## config.mk

```make
export PLATFORM = sky130hd
export DESIGN_NAME = fir_tdm_scheduler
export DESIGN_NICKNAME = d
export VERILOG_FILES = /design/src/rtl/fir_tdm_scheduler.sv
export SDC_FILE = /design/constraint.sdc
export NUM_CORES = 1
export LEC_CHECK = 0
export ABC_AREA = 0
export CAP_MARGIN = 20
export CORE_ASPECT_RATIO = 1.5
export CORE_MARGIN = 2
export CORE_UTILIZATION = 53
export CTS_BUF_LIST = sky130_fd_sc_hd__clkbuf_4 sky130_fd_sc_hd__clkbuf_8 sky130_fd_sc_hd__clkbuf_16
export DETAILED_ROUTE_END_ITERATION = 16
export PLACE_DENSITY_LB_ADDON = 0.2
export REMOVE_ABC_BUFFERS = 1
export SKIP_LAST_GASP = 1
export SYNTH_ARGS = -nofsm -noshare
export SYNTH_HDL_FRONTEND = slang
export SYNTH_SLANG_ARGS = --single-unit
```

## constraint.sdc

```tcl
create_clock -name AMCLK_i -period 7.12 [get_ports AMCLK_i]
set_input_delay 1.424 -clock AMCLK_i [delete_from_list [all_inputs] [get_ports AMCLK_i]]
set_output_delay 1.424 -clock AMCLK_i [all_outputs]
set_load 0.02 [all_outputs]
```

## src/rtl/fir_tdm_scheduler.sv

```systemverilog
// fir_tdm_scheduler
//   Shares one multi-channel Avalon-ST FIR interpolator between NCH audio
//   channels. A parallel input frame is issued to the FIR sink one channel per
//   cycle, framed by sop/eop, with at least GAP_CYC idle cycles after each eop.
//   The FIR source stream is collected back into a parallel output frame.
//
// Ports
//   AMCLK_i       audio master clock, all logic on the rising edge
//   nARST         synchronous active-low reset
//   in_data_i     input frame, channel k at [k*DIN_W +: DIN_W]
//   in_valid_i    one-cycle input frame strobe
//   sink_*_o      FIR sink beat (data/valid/sop/eop), registered
//   src_*_i       FIR source beat (data/valid/sop/eop)
//   out_data_o    interpolated frame, channel k at [k*DOUT_W +: DOUT_W]
//   out_valid_o   one-cycle strobe, out_data_o held until the next strobe
//   ovf_o         sticky: an input frame was dropped
//   frame_err_o   sticky: source framing violation
//   clr_i         clears both sticky flags (a simultaneous set wins)
module fir_tdm_scheduler #(
  parameter int NCH     = 2,
  parameter int DIN_W   = 17,
  parameter int DOUT_W  = 24,
  parameter int GAP_CYC = 1
) (
  input  logic                    AMCLK_i,
  input  logic                    nARST,
  input  logic [NCH*DIN_W-1:0]    in_data_i,
  input  logic                    in_valid_i,
  output logic [DIN_W-1:0]        sink_data_o,
  output logic                    sink_valid_o,
  output logic                    sink_sop_o,
  output logic                    sink_eop_o,
  input  logic [DOUT_W-1:0]       src_data_i,
  input  logic                    src_valid_i,
  input  logic                    src_sop_i,
  input  logic                    src_eop_i,
  output logic [NCH*DOUT_W-1:0]   out_data_o,
  output logic                    out_valid_o,
  output logic                    ovf_o,
  output logic                    frame_err_o,
  input  logic                    clr_i
);

  localparam int              KW     = (NCH > 1) ? $clog2(NCH) : 1;
  localparam int              CW     = $clog2(NCH + 1);
  localparam logic [KW-1:0]   K_LAST = KW'(NCH - 1);
  localparam logic [CW-1:0]   C_FULL = CW'(NCH);
  localparam logic [CW-1:0]   C_ONE  = CW'(1);
  localparam logic [3:0]      GAP_LD = 4'(GAP_CYC);

  typedef enum logic [1:0] {
    ST_IDLE  = 2'd0,
    ST_ISSUE = 2'd1,
    ST_GAP   = 2'd2
  } state_t;

  state_t                 state_r, state_nx_s;
  logic [KW-1:0]          k_r, k_nx_s;
  logic [3:0]             gap_r, gap_nx_s;
  logic [NCH*DIN_W-1:0]   issue_r, issue_nx_s;
  logic [NCH*DIN_W-1:0]   pend_r, pend_nx_s;
  logic                   pend_vld_r, pend_vld_nx_s;
  logic [DIN_W-1:0]       sink_data_nx_s;
  logic                   sink_valid_nx_s, sink_sop_nx_s, sink_eop_nx_s;
  logic                   try_s;
  logic                   ovf_set_s;

  logic [CW-1:0]          cnt_r, cnt_nx_s, cnt_after_s, wr_idx_s;
  logic [NCH*DOUT_W-1:0]  shadow_r, shadow_nx_s;
  logic                   wr_en_s, err_s, good_s;

  // Pick channel k of a sink-width frame.
  function automatic logic [DIN_W-1:0] ch_sel(input logic [NCH*DIN_W-1:0] frame,
                                              input logic [KW-1:0] k);
    ch_sel = frame[int'(k)*DIN_W +: DIN_W];
  endfunction

  // Scheduler next state, input capture and next sink beat.
  always_comb begin
    state_nx_s      = state_r;
    k_nx_s          = k_r;
    gap_nx_s        = gap_r;
    issue_nx_s      = issue_r;
    pend_nx_s       = pend_r;
    pend_vld_nx_s   = pend_vld_r;
    sink_data_nx_s  = '0;
    sink_valid_nx_s = 1'b0;
    sink_sop_nx_s   = 1'b0;
    sink_eop_nx_s   = 1'b0;
    ovf_set_s       = 1'b0;

    // try_s: this cycle applies the IDLE entry test (a new frame may launch)
    case (state_r)
      ST_IDLE:  try_s = 1'b1;
      ST_ISSUE: try_s = (k_r == K_LAST) && (GAP_CYC == 0);
      ST_GAP:   try_s = (gap_r == 4'd1);
      default:  try_s = 1'b1;
    endcase

    if (try_s && (pend_vld_r || in_valid_i)) begin
      // Pending frame goes first; a coincident strobe refills the freed slot.
      state_nx_s      = ST_ISSUE;
      k_nx_s          = '0;
      issue_nx_s      = pend_vld_r ? pend_r : in_data_i;
      pend_vld_nx_s   = pend_vld_r && in_valid_i;
      pend_nx_s       = (pend_vld_r && in_valid_i) ? in_data_i : pend_r;
      sink_valid_nx_s = 1'b1;
      sink_data_nx_s  = issue_nx_s[DIN_W-1:0];
      sink_sop_nx_s   = 1'b1;
      sink_eop_nx_s   = (NCH == 1);
    end else if (try_s) begin
      state_nx_s = ST_IDLE;
    end else begin
      // Busy issuing or waiting out the gap: a strobe can only be parked.
      if (in_valid_i && pend_vld_r) begin
        ovf_set_s = 1'b1;
      end else if (in_valid_i) begin
        pend_vld_nx_s = 1'b1;
        pend_nx_s     = in_data_i;
      end else begin
        pend_vld_nx_s = pend_vld_r;
      end

      if (state_r == ST_ISSUE && k_r == K_LAST) begin
        state_nx_s = ST_GAP;
        gap_nx_s   = GAP_LD;
      end else if (state_r == ST_ISSUE) begin
        k_nx_s          = k_r + 1'b1;
        sink_valid_nx_s = 1'b1;
        sink_data_nx_s  = ch_sel(issue_r, k_nx_s);
        sink_eop_nx_s   = (k_nx_s == K_LAST);
      end else begin
        gap_nx_s = gap_r - 4'd1;
      end
    end
  end

  // Scheduler state and registered sink outputs.
  always_ff @(posedge AMCLK_i) begin
    if (!nARST) begin
      state_r      <= ST_IDLE;
      k_r          <= '0;
      gap_r        <= 4'd0;
      issue_r      <= '0;
      pend_r       <= '0;
      pend_vld_r   <= 1'b0;
      sink_data_o  <= '0;
      sink_valid_o <= 1'b0;
      sink_sop_o   <= 1'b0;
      sink_eop_o   <= 1'b0;
      ovf_o        <= 1'b0;
    end else begin
      state_r      <= state_nx_s;
      k_r          <= k_nx_s;
      gap_r        <= gap_nx_s;
      issue_r      <= issue_nx_s;
      pend_r       <= pend_nx_s;
      pend_vld_r   <= pend_vld_nx_s;
      sink_data_o  <= sink_data_nx_s;
      sink_valid_o <= sink_valid_nx_s;
      sink_sop_o   <= sink_sop_nx_s;
      sink_eop_o   <= sink_eop_nx_s;
      ovf_o        <= ovf_set_s ? 1'b1 : (clr_i ? 1'b0 : ovf_o);
    end
  end

  // Source beat classification and shadow-buffer update.
  always_comb begin
    wr_en_s     = 1'b0;
    wr_idx_s    = '0;
    cnt_after_s = cnt_r;
    cnt_nx_s    = cnt_r;
    err_s       = 1'b0;
    good_s      = 1'b0;

    if (src_valid_i) begin
      if (src_sop_i) begin
        wr_en_s     = 1'b1;
        wr_idx_s    = '0;
        cnt_after_s = C_ONE;
      end else if (cnt_r == '0 || cnt_r >= C_FULL) begin
        // beat outside a frame, or more beats than channels
        err_s = 1'b1;
      end else begin
        wr_en_s     = 1'b1;
        wr_idx_s    = cnt_r;
        cnt_after_s = cnt_r + 1'b1;
      end

      if (err_s) begin
        cnt_nx_s = '0;
      end else if (src_eop_i && cnt_after_s == C_FULL) begin
        cnt_nx_s = '0;
        good_s   = 1'b1;
      end else if (src_eop_i) begin
        cnt_nx_s = '0;
        err_s    = 1'b1;
      end else begin
        cnt_nx_s = cnt_after_s;
      end
    end else begin
      cnt_nx_s = cnt_r;
    end

    for (int c = 0; c < NCH; c++) begin
      shadow_nx_s[c*DOUT_W +: DOUT_W] = (wr_en_s && wr_idx_s == CW'(c)) ?
                                        src_data_i : shadow_r[c*DOUT_W +: DOUT_W];
    end
  end

  // Collection counter, shadow buffer and registered output frame.
  always_ff @(posedge AMCLK_i) begin
    if (!nARST) begin
      cnt_r       <= '0;
      shadow_r    <= '0;
      out_data_o  <= '0;
      out_valid_o <= 1'b0;
      frame_err_o <= 1'b0;
    end else begin
      cnt_r       <= cnt_nx_s;
      shadow_r    <= shadow_nx_s;
      out_data_o  <= good_s ? shadow_nx_s : out_data_o;
      out_valid_o <= good_s;
      frame_err_o <= err_s ? 1'b1 : (clr_i ? 1'b0 : frame_err_o);
    end
  end

endmodule

```

==> summary.md, run 1 <==
| Metric | Value |
|---|---|
| Cells after Synth | 646 |
| Sw Ratio | 25.62% |
| Final setup fails | 0 |
| Worst EP arrival | 4.23 ns |
| Wirelength per Cell | 15.18 um |
| Nets | 822 |
| Sink Count | 156 |
| Die Height | 136.1 um |
| Worst Skew | 0.008244 ns |
| Worst skew pair latency | 0.41 ns |
| Critical path type | in2reg |
| Grt ovf | 0 |
| Internal | 1754 uW |
| Vias in the first global route | 4883 |
| IO Pins | 136 |
| CTS Root Cell | clkbuf_16 |
| Via density per instance | 5.351 |
| Worst-path fanout max | 36 |
| Sequential share of power | 42.4% |
| CP Buf/Inv Count | 3 |
| Via count | 4896 |
| CP Capture Type | flop |
| Remaining DRCs | 0 |
| Min Clock Period, post-route | 3.902 ns |
| Critical path launch point type | input port |
| RSZ-0062 raised after global routing | false |
| Drt total wl | 13890 um |
| Setup TNS | 0 ns |
| DRT Pass-1 Iters | 4 |
| Largest net degree at the start of global routing | 98 |
| CTS Buf Count | 17 |
| Core area | 11410 um^2 |
| Yosys warning count | 0 |
| Port bufs | 135 |
| FF+latch count, synth | 156 |
| Initial antenna violation count | 0 |
| Pins Over Slew Limit | 0 |
| Layout cell share with drive strength beyond 1 | 9.673% |
| Antenna-violating nets left | 0 |
| Row count | 48 |
| Hold Fails Final Rpt | 0 |
| Clock transition at path regs | 0.06 ns |
| Resize count post-CTS | 0 |
| CP Cell Sequence | clkdlybuf4s50_1 -> o21ai_2 -> clkinv_2 -> ha_1 -> nand3_1 -> a2bb2oi_4 -> buf_4 -> mux2i_1 |
| Die width | 92.05 um |
| Critical Path RT | 7.45 ns |
| Top delay family on crit path | buffers and inverters |
| Maxcap violations | 0 |
| Part of the Yosys area used for sequential elements | 50.67% |
| Final HPWL DP | 8905 um |
| Count of cell types in the netlist | 44 |
| Postcts setup bufs | 0 |
| Status | complete, no violations |
| GRT Total Usage | 22.64% |
| Slowest stage delay, CP | 0.55 ns |
| CTS tree | done |
| First-pass GRT wire length | 22650 um |
| Hold WC Path Type | reg2reg |
| PwrDens | 290.0 nW/um^2 |
| Area Growth Syn to Fin | 31.91% |
| CP max-delay cell | clkdlybuf4s50_1 |
| Initial Utilization | 54.01% |
| DR iter-0 viols | 200 |
| Clock network power share | 39.8% |
| Mapped Area | 6163 um^2 |
| Combinational share of power | 17.8% |
| Pleak | 0.003204 uW |
| Hold WS | 0.4543 ns |
| Slew HR | 30.87% |
| P_sw | 604.0 uW |
| Bufs on Longest Clock Path | 2 |
| Fmax | 256.3 MHz |
| Die area | 12530 um^2 |
| Worst-Margin Slew | 1.034 ns |
| N_diodes | 0 |
| Worst VDD drop | 199.8 uV |
| Final period utilization | 54.81% |
| GP Congestion | 0.8174 |
| Syn Area/Cell | 9.541 um^2 |
| Hold-fix buffers, CTS | 0 |
| Htree depth | 4 |
state kept, by name (all words and copies together) (netlist names):
name / flops
pend_r: 34
shadow_r: 24
ovf_o: 1
sink_valid_o: 1
cnt_r: 2
sink_data_o: 17
pend_vld_r: 1
frame_err_o: 1
out_data_o: 48
k_r: 1
issue_r: 17
state_r: 2
gap_r: 4
sink_eop_o: 1
sink_sop_o: 1
out_valid_o: 1
worst register-to-register path, stage by stage, from the launching register on:
cell	delay (ns)
dfxtp_1	0.34
inv_1	0.08
ha_1	0.19
or3b_4	0.26
a21oi_2	0.09
o21ai_2	0.08
clkinv_2	0.41
ha_1	0.50
nand3_1	0.13
a2bb2oi_4	0.19
buf_4	0.52
mux2i_1	0.30
cells in the mapped netlist (all sizes together):
| cell type | number | area (um^2) |
|---|---|---|
| a2111o | 1 | 11.26 |
| a211oi | 18 | 150.2 |
| a21o | 17 | 137.6 |
| a21oi | 30 | 153.9 |
| a2bb2oi | 2 | 17.52 |
| and2 | 2 | 13.77 |
| and2b | 2 | 16.27 |
| and4bb | 1 | 12.51 |
| buf | 17 | 118.9 |
| clkbuf | 37 | 158.9 |
| clkinv | 1 | 5.000 |
| dfxtp | 156 | 3123 |
| ha | 3 | 37.54 |
| inv | 7 | 26.28 |
| mux2i | 92 | 920.9 |
| nand2 | 104 | 390.4 |
| nand2b | 1 | 6.260 |
| nand3 | 50 | 250.2 |
| nand3b | 1 | 7.510 |
| nor2 | 64 | 315.3 |
| nor2b | 1 | 6.260 |
| nor3 | 2 | 10.01 |
| nor3b | 1 | 7.510 |
| o21ai | 4 | 23.77 |
| o22ai | 1 | 6.260 |
| o31ai | 24 | 180.2 |
| o32ai | 1 | 8.760 |
| or2 | 2 | 12.51 |
| or3 | 1 | 6.260 |
| or3b | 1 | 11.26 |
| xnor2 | 1 | 8.760 |
| xor2 | 1 | 8.760 |
through the flow:
step                setup slack (ns)  utilization, %  total power [uW]  std cells  area [um^2]
finish                         3.218           71.25              2358        915         8130
global route                   3.061           71.25              2453        915         8130
detailed placement             2.811           65.81              1439        885         7510
floorplan                      1.723               -              1289        592         5886
CTS                            3.223           71.25              2380        915         8130
global placement               2.923           65.81              1422        885         7510
power by group through the flow:
| stage | logic, uW | clock network (uW) | registers [uW] |
|---|---|---|---|
| after floorplan | 242 | 0 | 1050 |
| after global placement | 408 | 0 | 1010 |
| after detailed placement | 421 | 0 | 1020 |
| after CTS | 424 | 956 | 1000 |
| after global routing | 457 | 989 | 1010 |
| final | 420 | 938 | 1000 |
cell type report:
cell class	count	area [um^2]
clock buffer	19	452.9
clock inverter	11	167.7
fill	833	3281
inverter	8	32.53
multi-input combinational	428	2756
sequential	156	3124
tap	150	187.7
timing repair buffer	143	1409
cell usage in the layout, fill, tap and decap left out, drive strengths merged, types with 3 or more instances in the layout:
| master | instances |
|---|---|
| bufinv | 4 |
| o31ai | 24 |
| ha | 3 |
| o21ai | 4 |
| dfxtp | 156 |
| a21o | 17 |
| clkdlybuf4s50 | 134 |
| nor2 | 64 |
| a211oi | 18 |
| nand3 | 50 |
| buf | 9 |
| inv | 7 |
| mux2i | 92 |
| nand2 | 104 |
| clkbuf | 19 |
| clkinv | 6 |
| a21oi | 30 |
metal layers:
metal,track usage [%],vias up,share of wire (%)
li1,-,2431,-
met1,25.15,2315,40
met2,39.38,126,52
met3,7.816,24,6.1
met4,9.453,0,2.3
met5,0,-,0
logic make-up (layout without fill, tap and decap cells):
group / Yosys count / in the layout / synth area share [%]
flip-flops: 156 / 156 / 50.67
multiplexers: 92 / 92 / 14.94
AND/OR/NAND/NOR: 233 / 233 / 17.30
AO/OA/AOI/OAI: 98 / 98 / 11.19
buffers and inverters: 62 / 181 / 5.014
XOR/XNOR: 2 / 2 / 0.2843
adder cells (fa/ha/maj): 3 / 3 / 0.6091
worst paths after layout:
kind,cells after the start,endpoint,slack [ns],start
hold / removal,2,out_data_o[26]$_SDFFE_PN0P_,0.45,out_data_o[26]$_SDFFE_PN0P_
setup / recovery,8,pend_r[26]$_SDFFE_PN0P_,3.22,in_valid_i
hold reg to reg,2,out_data_o[26]$_SDFFE_PN0P_,0.45,out_data_o[26]$_SDFFE_PN0P_
setup reg to reg,11,pend_r[26]$_SDFFE_PN0P_,3.96,gap_r[1]$_SDFFE_PN0P_
Note: power is estimated with default switching activity, not from simulation.
==> run 2, diff against run 1 <==
--- a/config.mk
+++ b/config.mk
@@ -9,7 +9,7 @@
 export CAP_MARGIN = 20
 export CORE_ASPECT_RATIO = 1.5
 export CORE_MARGIN = 2
-export CORE_UTILIZATION = 53
+export CORE_UTILIZATION = 49
 export CTS_BUF_LIST = sky130_fd_sc_hd__clkbuf_4 sky130_fd_sc_hd__clkbuf_8 sky130_fd_sc_hd__clkbuf_16
 export DETAILED_ROUTE_END_ITERATION = 16
 export PLACE_DENSITY_LB_ADDON = 0.2
==> constraint.sdc (replaced) <==
create_clock -name AMCLK_i -period 3.6 [get_ports AMCLK_i]
set_input_delay 0.72 -clock AMCLK_i [delete_from_list [all_inputs] [get_ports AMCLK_i]]
set_output_delay 0.72 -clock AMCLK_i [all_outputs]
set_load 0.02 [all_outputs]
==> summary.md, run 2 (synthesis gave the netlist of run 1 again) <==
| Metric | Value |
|---|---|
| Status | complete, no violations (unchanged) |
| DR iter-0 viols | 148 (was 200) |
| Layout fillers | 980 (was 833) |
| Bufs on Longest Clock Path | 2 (unchanged) |
| CTS tree | done (unchanged) |
| IO Pins | 136 (unchanged) |
| Final setup margin | 1.172 ns (was 3.218 ns) |
| Final period utilization | 67.45% |
| Worst VDD drop | 318.3 uV (was 199.8 uV) |
| N_diodes | 0 (unchanged) |
| Drt total wl | 13720 um (was 13890 um) |
| Wirelength per Cell | 14.84 um (was 15.18 um) |
| Worst Skew | 0.005117 ns (was 0.008244 ns) |
| CTS Buf Count | 17 (unchanged) |
| PwrDens | 576.6 nW/um^2 (was 290.0 nW/um^2) |
| DRT Pass-1 Iters | 5 (was 4) |
| Critical path type | reg2reg (was in2reg) |
| P_sw | 1198 uW (was 604.0 uW) |
| Die Height | 141.4 um (was 136.1 um) |
| Area after DPL | 7565 um^2 (was 7510 um^2) |
| Fmax | 411.8 MHz |
| Initial antenna violation count | 0 (unchanged) |
| Hold Fails Final Rpt | 0 (unchanged) |
| Row count | 50 (was 48) |
| Dpl cells | 894 (was 885) |
| Hold WC Path Type | reg2reg (unchanged) |
| Layout cell share with drive strength beyond 1 | 10.14% (was 9.673%) |
| Antenna-violating nets left | 0 (unchanged) |
| RSZ-0062 raised after global routing | false (unchanged) |
| Worst EP arrival | 2.76 ns (was 4.23 ns) |
| GRT Total Usage | 21.12% (was 22.64%) |
| Final Power | 4729 uW (was 2358 uW) |
| Vias in the first global route | 4985 (was 4883) |
| Combinational share of power | 17.7% (was 17.8%) |
| Sw Ratio | 25.34% (was 25.62%) |
| Largest net degree at the start of global routing | 92 (was 98) |
| Internal | 3530 uW (was 1754 uW) |
| Grt ovf | 0 (unchanged) |
| Remaining DRCs | 0 (unchanged) |
| Via density per instance | 5.258 (was 5.351) |
| Biggest regs | out_data_o x48, pend_r x34, shadow_r x24 (unchanged) |
| Htree depth | 4 (unchanged) |
| Worst-Margin Slew | 0.9685 ns (was 1.034 ns) |
| Final core occ | 66.21% (was 71.25%) |
| Worst skew pair latency | 0.41 ns (about the same) |
| Final HPWL DP | 8935 um (was 8905 um) |
| Die width | 95.57 um (was 92.05 um) |
| Final cell count without fillers | 925 (was 915) |
| CP Capture Type | flop (unchanged) |
| Sink Count | 156 (unchanged) |
| Via count | 4864 (was 4896) |
| Final setup fails | 0 (unchanged) |
| Pins Over Slew Limit | 0 (unchanged) |
| Critical path launch point type | flop (was input port) |
| Postcts setup bufs | 0 (unchanged) |
| CTS Root Cell | clkbuf_16 (unchanged) |
| Worst setup slack after placement | 0.8232 ns (was 2.811 ns) |
| Sequential share of power | 41.8% (was 42.4%) |
| Clock transition at path regs | 0.06 ns (about the same) |
| Initial Utilization | 49.76% (was 54.01%) |
| Largest register FFs | 48 (unchanged) |
| First-pass GRT wire length | 22890 um (was 22650 um) |
| GP Congestion | 0.7777 (was 0.8174) |
| Critical Path RT | 3.93 ns (was 7.45 ns) |
| Hold-fix buffers, CTS | 0 (unchanged) |
| Min Clock Period, post-route | 2.428 ns |
| Top reg by flops | out_data_o (unchanged) |
| Die area | 13510 um^2 (was 12530 um^2) |
| Clock network power share | 40.5% (was 39.8%) |
| Area Growth Syn to Fin | 33.07% (was 31.91%) |
| Finished layout cell area | 8202 um^2 (was 8130 um^2) |
| Slew HR | 35.43% (was 30.87%) |
| Worst-path fanout max | 34 (was 36) |
| Pleak | 0.003246 uW (was 0.003204 uW) |
| Core area | 12390 um^2 (was 11410 um^2) |
| Commonest non-fill, non-tap cell in the layout | dfxtp_1 (unchanged) |
| Nets | 825 (was 822) |
| Commonest non-fill, non-tap cells in the layout | dfxtp_1, clkdlybuf4s50_1, nand2_1, mux2i_1, nor2_1 (unchanged) |
| Port bufs | 135 (unchanged) |
| Maxcap violations | 0 (unchanged) |
| Resize count post-CTS | 0 (unchanged) |
[run 2: power by group through the flow]
stage	registers, uW	logic (uW)	clock network [uW]
global placement	2010	826	0
global route	1990	909	2030
floorplan	2070	479	0
finish	1980	837	1920
detailed placement	2010	845	0
CTS	1980	847	1950
[run 2: layer usage]
| metal | vias to the layer above | global-route usage [%] | share of wire, % | routed length, um |
|---|---|---|---|---|
| met3 | 11 | 6.691 | 6.2 | 846 |
| met4 | 0 | 6.466 | 1.0 | 142 |
| met1 | 2305 | 23.89 | 42 | 5737 |
| met5 | - | 0 | 0 | 0 |
| met2 | 111 | 37.25 | 51 | 6997 |
| li1 | 2437 | - | - | - |
[run 2: through the flow]
| stage | TNS, ns | hold slack, ns |
|---|---|---|
| after detailed placement | 0 | 0.4391 |
| after floorplan | -54.46 | 0.4266 |
| after global routing | 0 | 0.4718 |
| after CTS | 0 | 0.4555 |
| after global placement | 0 | 0.4352 |
| final | 0 | 0.4509 |
[run 2: final timing paths]
path,from,endpoint,slack [ns],depth (start not counted)
worst max-delay path,gap_r[0]$_SDFFE_PN0P_,pend_r[12]$_SDFFE_PN0P_,1.17,10
worst min-delay path,out_data_o[26]$_SDFFE_PN0P_,out_data_o[26]$_SDFFE_PN0P_,0.45,2
worst max register to register,gap_r[0]$_SDFFE_PN0P_,pend_r[12]$_SDFFE_PN0P_,1.17,10
worst min register to register,out_data_o[26]$_SDFFE_PN0P_,out_data_o[26]$_SDFFE_PN0P_,0.45,2
[run 2: cell type report]
| type | instances | area, um^2 | share of cell area, % |
|---|---|---|---|
| inverters | 8 | 32.53 | 0.3966 |
| clock inverters | 12 | 196.4 | 2.395 |
| flip-flops and latches | 156 | 3124 | 38.09 |
| well taps | 156 | 195.2 | 2.380 |
| repair buffers | 146 | 1456 | 17.76 |
| clock buffers | 19 | 440.4 | 5.370 |
| multi-input cells | 428 | 2756 | 33.61 |
[run 2: worst max-delay path, stage by stage, from the launching register on]
cell and delay (ns):
dfxtp_1 0.38, ha_1 0.18, or3b_4 0.41, a21oi_2 0.22, o21ai_2 0.08, clkinv_2 0.06, ha_1 0.15, nand3_1 0.12
a2bb2oi_4 0.22, buf_12 0.26, mux2i_1 0.24
